`config.mk`:
```
export PLATFORM = sky130hd
export DESIGN_NAME = alu_seq
export DESIGN_NICKNAME = d
export VERILOG_FILES = /design/src/rtl/alu_seq.sv
export SDC_FILE = /design/constraint.sdc
export NUM_CORES = 1
export LEC_CHECK = 0
export BUFFER_PORTS_ARGS = -buffer_cell sky130_fd_sc_hd__buf_2
export CAP_MARGIN = 20
export CELL_PAD_IN_SITES_DETAIL_PLACEMENT = 1
export CELL_PAD_IN_SITES_GLOBAL_PLACEMENT = 1
export CORE_MARGIN = 3
export CORE_UTILIZATION = 42
export DETAILED_ROUTE_END_ITERATION = 7
export PLACE_DENSITY_LB_ADDON = 0.05
export SYNTH_ARGS = -nofsm -noshare
export SYNTH_HDL_FRONTEND = slang
export SYNTH_SLANG_ARGS = --single-unit
```
`constraint.sdc`:
```
create_clock -name i_clk -period 1.8 [get_ports i_clk]
set_input_delay 0.09 -clock i_clk [delete_from_list [all_inputs] [get_ports i_clk]]
set_output_delay 0.09 -clock i_clk [all_outputs]
set_load 0.1 [all_outputs]
```
`src/rtl/alu_seq.sv`:
```
// ---------------------------------------------------------------------------
// alu_seq - registered, handshaked ALU for the execute path.
//
// Accepts one operation per valid/ready transfer, registers the result and
// its status flags, and holds them until the consumer takes them. Supports
// ADD, SUB, AND, OR, XOR, NOR, SRA, SRL, SLL, SLT and, when the macro
// ALU_SEQ_MUL_EN is defined, an iterative signed shift-add MUL. Without the
// macro, MUL is reported as an unsupported opcode.
//
// Ports:
//   i_clk               clock, all state on the rising edge
//   i_reset             asynchronous active-high reset
//   i_valid / o_ready   operation handshake (o_ready is combinational)
//   i_op                opcode (function-field encoding)
//   i_data_A, i_data_B  signed operands
//   o_valid / i_ready   result handshake
//   o_data              signed result
//   o_zero              o_data == 0
//   o_ovf               signed overflow (ADD/SUB/MUL)
//   o_carry             ADD carry-out / SUB borrow
//   o_err               unsupported opcode (o_data forced to 0)
// ---------------------------------------------------------------------------
module alu_seq #(
   parameter int NB_OP   = 6,
   parameter int NB_DATA = 8
) (
   input  logic                      i_clk,
   input  logic                      i_reset,
   input  logic                      i_valid,
   output logic                      o_ready,
   input  logic [NB_OP-1:0]          i_op,
   input  logic signed [NB_DATA-1:0] i_data_A,
   input  logic signed [NB_DATA-1:0] i_data_B,
   output logic                      o_valid,
   input  logic                      i_ready,
   output logic signed [NB_DATA-1:0] o_data,
   output logic                      o_zero,
   output logic                      o_ovf,
   output logic                      o_carry,
   output logic                      o_err
);

   localparam int NB_SH = $clog2(NB_DATA);

   localparam logic [NB_OP-1:0] OP_ADD = NB_OP'(6'b100000);
   localparam logic [NB_OP-1:0] OP_SUB = NB_OP'(6'b100010);
   localparam logic [NB_OP-1:0] OP_AND = NB_OP'(6'b100100);
   localparam logic [NB_OP-1:0] OP_OR  = NB_OP'(6'b100101);
   localparam logic [NB_OP-1:0] OP_XOR = NB_OP'(6'b100110);
   localparam logic [NB_OP-1:0] OP_NOR = NB_OP'(6'b100111);
   localparam logic [NB_OP-1:0] OP_SRA = NB_OP'(6'b000011);
   localparam logic [NB_OP-1:0] OP_SRL = NB_OP'(6'b000010);
   localparam logic [NB_OP-1:0] OP_SLL = NB_OP'(6'b000000);
   localparam logic [NB_OP-1:0] OP_SLT = NB_OP'(6'b101010);
`ifdef ALU_SEQ_MUL_EN
   localparam logic [NB_OP-1:0] OP_MUL = NB_OP'(6'b011000);
`endif

`ifdef ALU_SEQ_MUL_EN
   typedef enum logic [1:0] {S_IDLE = 2'd0, S_BUSY = 2'd1, S_FULL = 2'd2} state_t;
`else
   typedef enum logic [1:0] {S_IDLE = 2'd0, S_FULL = 2'd2} state_t;
`endif

   // Signed overflow: same-sign operands with a result of the other sign.
   function automatic logic add_ovf(input logic a_msb, input logic b_msb, input logic r_msb);
      return (a_msb == b_msb) && (r_msb != a_msb);
   endfunction

   // Signed overflow on A-B: operands of opposite sign, result sign != A sign.
   function automatic logic sub_ovf(input logic a_msb, input logic b_msb, input logic r_msb);
      return (a_msb != b_msb) && (r_msb != a_msb);
   endfunction

   state_t state_q, state_d;

   logic                      accept;
   logic                      load_res;
   logic signed [NB_DATA-1:0] alu_data;
   logic                      alu_ovf;
   logic                      alu_carry;
   logic                      alu_err;
   logic [NB_SH-1:0]          sh_amt;
   logic [NB_DATA:0]          add_u;
   logic [NB_DATA:0]          sub_u;

   logic signed [NB_DATA-1:0] data_q;
   logic                      zero_q;
   logic                      ovf_q;
   logic                      carry_q;
   logic                      err_q;

   assign o_ready = (state_q == S_IDLE) || ((state_q == S_FULL) && i_ready);
   assign o_valid = (state_q == S_FULL);
   assign accept  = i_valid && o_ready;

   assign o_data  = data_q;
   assign o_zero  = zero_q;
   assign o_ovf   = ovf_q;
   assign o_carry = carry_q;
   assign o_err   = err_q;

   // Only the low bits of B select the shift distance.
   assign sh_amt = i_data_B[NB_SH-1:0];
   // Unsigned NB_DATA+1 arithmetic: the top bit is carry (ADD) or borrow (SUB).
   assign add_u  = {1'b0, i_data_A} + {1'b0, i_data_B};
   assign sub_u  = {1'b0, i_data_A} - {1'b0, i_data_B};

`ifdef ALU_SEQ_MUL_EN
   logic                        alu_mul;
   logic                        load_mul;
   logic                        fin_mul;
   logic [2*NB_DATA-1:0]        mcand_q;
   logic [NB_DATA-1:0]          mplier_q;
   logic [2*NB_DATA-1:0]        acc_q;
   logic                        neg_q;
   logic [NB_SH-1:0]            cnt_q;
   logic                        last_q;
   logic signed [2*NB_DATA-1:0] prod;

   // Magnitude of a signed operand; the most negative value maps to 2^(N-1).
   function automatic logic [NB_DATA-1:0] mag(input logic signed [NB_DATA-1:0] v);
      return v[NB_DATA-1] ? NB_DATA'(-v) : NB_DATA'(v);
   endfunction

   // True when the double-width product fits in NB_DATA signed bits.
   function automatic logic fits_signed(input logic [2*NB_DATA-1:0] p);
      logic [NB_DATA:0] top;
      top = p[2*NB_DATA-1:NB_DATA-1];
      return (top == '0) || (top == '1);
   endfunction

   assign prod = neg_q ? -$signed(acc_q) : $signed(acc_q);
`endif

   always_comb begin
      alu_data  = '0;
      alu_ovf   = 1'b0;
      alu_carry = 1'b0;
      alu_err   = 1'b0;
`ifdef ALU_SEQ_MUL_EN
      alu_mul   = 1'b0;
`endif
      case (i_op)
         OP_ADD: begin
            alu_data  = add_u[NB_DATA-1:0];
            alu_carry = add_u[NB_DATA];
            alu_ovf   = add_ovf(i_data_A[NB_DATA-1], i_data_B[NB_DATA-1], add_u[NB_DATA-1]);
         end
         OP_SUB: begin
            alu_data  = sub_u[NB_DATA-1:0];
            alu_carry = sub_u[NB_DATA];
            alu_ovf   = sub_ovf(i_data_A[NB_DATA-1], i_data_B[NB_DATA-1], sub_u[NB_DATA-1]);
         end
         OP_AND: alu_data = i_data_A & i_data_B;
         OP_OR:  alu_data = i_data_A | i_data_B;
         OP_XOR: alu_data = i_data_A ^ i_data_B;
         OP_NOR: alu_data = ~(i_data_A | i_data_B);
         OP_SRA: alu_data = i_data_A >>> sh_amt;
         OP_SRL: alu_data = $signed($unsigned(i_data_A) >> sh_amt);
         OP_SLL: alu_data = i_data_A << sh_amt;
         OP_SLT: alu_data = {{(NB_DATA-1){1'b0}}, (i_data_A < i_data_B)};
`ifdef ALU_SEQ_MUL_EN
         OP_MUL: alu_mul = 1'b1;
`endif
         default: alu_err = 1'b1;
      endcase
   end

   always_comb begin
      state_d  = state_q;
      load_res = 1'b0;
`ifdef ALU_SEQ_MUL_EN
      load_mul = 1'b0;
      fin_mul  = 1'b0;
`endif
      case (state_q)
         S_IDLE, S_FULL: begin
            // In FULL, accept already implies i_ready, so the old result
            // retires on the same edge that the new one is loaded.
            if (accept) begin
`ifdef ALU_SEQ_MUL_EN
               if (alu_mul) begin
                  state_d  = S_BUSY;
                  load_mul = 1'b1;
               end else begin
                  state_d  = S_FULL;
                  load_res = 1'b1;
               end
`else
               state_d  = S_FULL;
               load_res = 1'b1;
`endif
            end else if ((state_q == S_FULL) && i_ready) begin
               state_d = S_IDLE;
            end
         end
`ifdef ALU_SEQ_MUL_EN
         S_BUSY: begin
            // last_q marks the accumulator complete; this edge applies the
            // sign and forms the flags.
            if (last_q) begin
               state_d = S_FULL;
               fin_mul = 1'b1;
            end
         end
`endif
         default: state_d = S_IDLE;
      endcase
   end

   // ---- output register stage ----
   always_ff @(posedge i_clk or posedge i_reset) begin
      if (i_reset) begin
         state_q <= S_IDLE;
         data_q  <= '0;
         zero_q  <= 1'b0;
         ovf_q   <= 1'b0;
         carry_q <= 1'b0;
         err_q   <= 1'b0;
      end else begin
         state_q <= state_d;
         if (load_res) begin
            data_q  <= alu_data;
            zero_q  <= (alu_data == '0);
            ovf_q   <= alu_ovf;
            carry_q <= alu_carry;
            err_q   <= alu_err;
         end
`ifdef ALU_SEQ_MUL_EN
         else if (fin_mul) begin
            data_q  <= prod[NB_DATA-1:0];
            zero_q  <= (prod[NB_DATA-1:0] == '0);
            ovf_q   <= !fits_signed(prod);
            carry_q <= 1'b0;
            err_q   <= 1'b0;
         end
`endif
      end
   end

`ifdef ALU_SEQ_MUL_EN
   // ---- multiply iteration stage ----
   always_ff @(posedge i_clk or posedge i_reset) begin
      if (i_reset) begin
         cnt_q  <= '0;
         last_q <= 1'b0;
      end else if (load_mul) begin
         cnt_q  <= '0;
         last_q <= 1'b0;
      end else if ((state_q == S_BUSY) && !last_q) begin
         if (cnt_q == NB_SH'(NB_DATA-1)) begin
            last_q <= 1'b1;
         end else begin
            cnt_q <= cnt_q + 1'b1;
         end
      end
   end

   always_ff @(posedge i_clk) begin
      if (load_mul) begin
         mcand_q  <= {{NB_DATA{1'b0}}, mag(i_data_A)};
         mplier_q <= mag(i_data_B);
         acc_q    <= '0;
         neg_q    <= i_data_A[NB_DATA-1] ^ i_data_B[NB_DATA-1];
      end else if ((state_q == S_BUSY) && !last_q) begin
         if (mplier_q[0]) begin
            acc_q <= acc_q + mcand_q;
         end
         mcand_q  <= mcand_q << 1;
         mplier_q <= mplier_q >> 1;
      end
   end
`endif

endmodule

```
==> results.yml, run 1 <==
run_status:
  outcome: "did not finish"
  haltStage: "global routing (5_1_grt)"
  stop_error: "[ERROR GRT-0232] Routing congestion too high. Check the congestion heatmap in the GUI."
cts:
  cts-root-buf: "clkbuf_8"
  h-tree-depth: 1
  cts_inserted_buffers: 3
  cts_buffer_depth: 2
  numClockSinks: 13
logic_synthesis:
  synth_most_common_cell: "nand2_1"
  async_flop_share_pct: 100.0
  synth_common_cells: "29 x nand2_1, 28 x inv_1, 26 x nor2_1"
  netlist.area_leader.share_pct: 13.53
  synth_area_per_cell_um2: 7.757
  yosysWarnings: 0
  synth-edff-count: 0
  netlist_area_um2: 2405
  ys.flop_type: "dfrtp_1"
  synth.area.top_cells: "dfrtp_1 14%, ha_1 13%, mux4_2 7.5%, nand2_1 4.5%, inv_1 4.4%"
  ys_ff_latch: 13
  synth_cells: 310
  ys_seq_area_share_pct: 13.53
  yosysUniqueCellTypes: 63
  syn_nets: 363
  synth_top_cell_by_area: "dfrtp_1"
floorplan:
  die_h_um: 81.67
  num_io_pins: 40
  row_count: 26
  die_w_um: 81.67
  start_util_pct: 45.08
place:
  place_area_um2: 3313
  gp_congestion: 0.9439
  hpwl_mm: 8.327
  port-buffer-count: 39
global_route:
  grt_use_total_pct: 72.54
  antenna_found_initial: 1
  grt-ovfl-total: 119
  grt_max_degree: 19
sta:
  endpoint_type: "register data pin"
  crit_endpoint: "o_zero$_DFFE_PP0P_/D"
[logic make-up after synthesis]
family          share of synthesized area (%)
fa+ha+maj                               14.67
buf+inv                                 7.960
compound gates                          28.10
mux                                     13.32
simple gates                            21.70
xor+xnor                               0.7285
flops                                   13.53
[repair_timing]
action	4_1_cts
endpoints found under the setup margin	7
setup buffers	4
pin swaps	27
resized for setup	55
hold buffers	1
endpoints found under the hold margin	13
[per-stage QoR]
step / std cells / setup TNS [ns] / worst slack, ns / hold WS, ns
CTS: 491 / -0.1666 / -0.1666 / 0.1127
detailed placement: 482 / -3.735 / -0.5672 / 0.1512
global placement: 482 / -3.328 / -0.5519 / 0.1268
floorplan: 310 / -0.3260 / -0.1955 / -0.03302
[layer usage]
metal,GRT usage [%],GRT overflow
met4,84.39,53
met2,92.35,65
met3,49.01,0
met1,70.72,1
met5,11.67,0
==> run 2: changes to the inputs <==
==> config.mk (replaced) <==
export PLATFORM = sky130hd
export DESIGN_NAME = alu_seq
export DESIGN_NICKNAME = d
export VERILOG_FILES = /design/src/rtl/alu_seq.sv
export SDC_FILE = /design/constraint.sdc
export NUM_CORES = 1
export LEC_CHECK = 0
export BUFFER_PORTS_ARGS = -buffer_cell sky130_fd_sc_hd__buf_2
export CAP_MARGIN = 20
export CORE_MARGIN = 3
export CORE_UTILIZATION = 30
export DETAILED_ROUTE_END_ITERATION = 7
export PLACE_DENSITY_LB_ADDON = 0.15
export SYNTH_ARGS = -nofsm -noshare
export SYNTH_HDL_FRONTEND = slang
export SYNTH_SLANG_ARGS = --single-unit
==> run 2 against run 1 <==
Effect of this change: the flow now finishes, with violations (negative setup slack); synthesized cell count is the same; synthesized area did not move.
==> results.yml, run 2 <==
logic_synthesis:
  synth_common_cells: "29 x nand2_1, 28 x inv_1, 26 x nor2_1"
  ys.flop_type: "dfrtp_1"
  synth.area.top_cells: "dfrtp_1 14%, ha_1 13%, mux4_2 7.5%, nand2_1 4.5%, inv_1 4.4%"
  synth_area_per_cell_um2: 7.757
  syn_nets: 363
  ys_ff_latch: 13
  synth_cells: 310
  yosysWarnings: 0
  ys_seq_area_share_pct: 13.53
  netlist_area_um2: 2405
  synth_most_common_cell: "nand2_1"
  synth_top_cell_by_area: "dfrtp_1"
  netlist.area_leader.share_pct: 13.53
  async_flop_share_pct: 100.0
  synth-edff-count: 0
  yosysUniqueCellTypes: 63
final_layout:
  diodes: 0
  layout.nets: 495
  final-seq-area_um2: 329.1
  instances_no_fill: 543
  final_common_cell: "buf_4"
  drive_gt1_share_pct: 49.43
  area_growth_pct: 63.22
  multi_input_area_um2: 2212
  final_cell_mix: "95 x buf_4, 35 x buf_2, 25 x nor2_1, 25 x nand2_1, 24 x inv_1"
  fillers: 784
  largest_reg_flops: 8
power:
  vdd_ir_drop_max_mv: 0.2546
  p_leak_uw: 0.001831
  p_per_area_nw_per_um2: 453.2
  p_total_uw: 1779
routing:
  routed_wl_mm: 9.116
  routedWlPerCell_um: 16.79
  ant_nets: 0
  viasPerCell: 5.407
  drt_first_pass_iters: 5
  drt-initial-drc-count: 235
  drc: 0
  vias: 2936
hold_path:
  min_to: "state_q[1]"
  holdCritPathClass: "in2reg"
  hold_depth: 2
  hp-start: "i_valid"
place:
  gp_congestion: 0.8600
  hpwl_mm: 7.262
  placed_cells: 526
  place_ws_ns: -0.6124
  port-buffer-count: 39
floorplan:
  row_count: 32
  dieArea_um2: 9126
  start_util_pct: 30.96
  die_w_um: 95.53
  num_io_pins: 40
  die_h_um: 95.53
  core_area_um2: 7767
sta:
  rsz0062_at_grt: "true"
  fin_crit_sh_pct: 109.2
  finalHoldViolCount: 0
  max_freq_mhz: 508.8
  slew_headroom_pct: 66.44
  setup_viol: 5
  finalSetupTns_ns: -0.3558
  slew_viol_final: 0
  tightest_slew_ns: 0.5029
  skew_ns: 0.001501
  fin_ws_ns: -0.1655
  whs_ns: 0.08326
  fin_crit_ns: 1.966
cts:
  cts_tree: "yes"
  path_clk_slew_ns: 0.06
  h-tree-depth: 1
  worstSkewPairLatency_ns: 0.24
  cts_buffer_depth: 2
  cts-root-buf: "clkbuf_8"
  numClockSinks: 13
  cts_inserted_buffers: 3
run_status:
  outcome: "complete, but fails checks"
  violations: "negative setup slack"
global_route:
  grt_use_total_pct: 19.81
  antenna_found_initial: 0
  grt_max_degree: 19
  grt_pass1_vias: 2807
  grt_pass1_wl_mm: 14.19
  grt-ovfl-total: 0
flow_run:
  maxCapViolCount: 0
setup_path:
  crit_chain: "buf_6 -> buf_6 -> buf_6 -> buf_12 -> fa_2 -> nand3_2 -> nand2_2 -> a221oi_2 -> nor2_2 -> nor4_2 -> nand4_1 -> o31ai_2"
  crit_buf_inv: 4
  path_common_cell: "buf_6"
  worst_setup_path_end_kind: "register"
  critPathMaxStageDelay_ns: 0.38
  timing.rr.end: "o_zero"
  ff2ff_path_depth: 7
  path_class: "in2reg"
  crit_family: "simple AND/OR/NAND/NOR gates"
  cp-start-kind: "input port"
  worstPathRequired_ns: 1.96
  arrival_ns: 2.12
  r2r_start: "state_q[1]"
  cp_max_fo: 3
  r2r_setup_slack_ns: 0.07
  critical_path.slowest_cell: "fa_2"
-- run 2: worst max path at each step --
stage	to	slack, ns	cells after the start	start
floorplan	o_zero	-0.20	10	i_data_B[2]
global placement	o_zero	-0.64	12	i_data_B[0]
detailed placement	o_zero	-0.61	12	i_data_B[0]
CTS	o_zero	-0.23	11	i_data_A[1]
global route	o_zero	-0.31	12	i_data_B[0]
finish	o_zero	-0.17	12	i_data_A[1]
-- run 2: layout make-up --
type	count	area share, %
multi-input cells	249	56.36
repair buffers	146	27.61
flip-flops and latches	13	8.384
inverters	29	3.252
well taps	102	3.252
clock buffers	4	1.148
-- run 2: logic make-up after synthesis --
family | after synthesis | share of synthesized area, %
simple gates | 106 | 21.70
xor+xnor | 2 | 0.7285
flops | 13 | 13.53
buf+inv | 48 | 7.960
mux | 20 | 13.32
compound gates | 94 | 28.10
fa+ha+maj | 27 | 14.67
-- run 2: worst register-to-register path: stages, from the launching register on --
cell and delay, ns:
dfrtp_4 0.48, nand2b_4 0.09, nand2_4 0.06, a31o_2 0.22, a21oi_1 0.12, nor4b_4 0.27, nand4_1 0.17, o31ai_2 0.23
-- run 2: per-stage QoR --
stage	instance area, um2	util (%)
5_1_grt	3925	50.53
2_1_floorplan	2534	-
3_3_place_gp	3443	44.33
4_1_cts	3717	47.86
6_report	3925	50.53
3_5_place_dp	3443	44.33
-- run 2: power breakdown --
group          switching, uW  internal, uW
registers               16.6           327
logic                    708           466
clock network            105           156
total                    829           949
-- run 2: timing repair --
action                     CTS  global route
hold buffers                 1             0
setup endpoints to repair   10            11
gates resized for setup     36            34
cloned                       0             0
hold endpoints to repair    13             0
pin swaps                   21            24
buffers inserted             6             7
-- run 2: per-layer routing --
metal / global-route usage, % / routed length [um] / vias to the layer above
met4: 3.910 / 145 / 0
met1: 27.15 / 4034 / 1424
met3: 1.973 / 413 / 12
met2: 33.64 / 4523 / 90
li1: - / - / 1410
met5: 0 / 0 / -
Note: power is estimated with default switching activity, not from simulation.
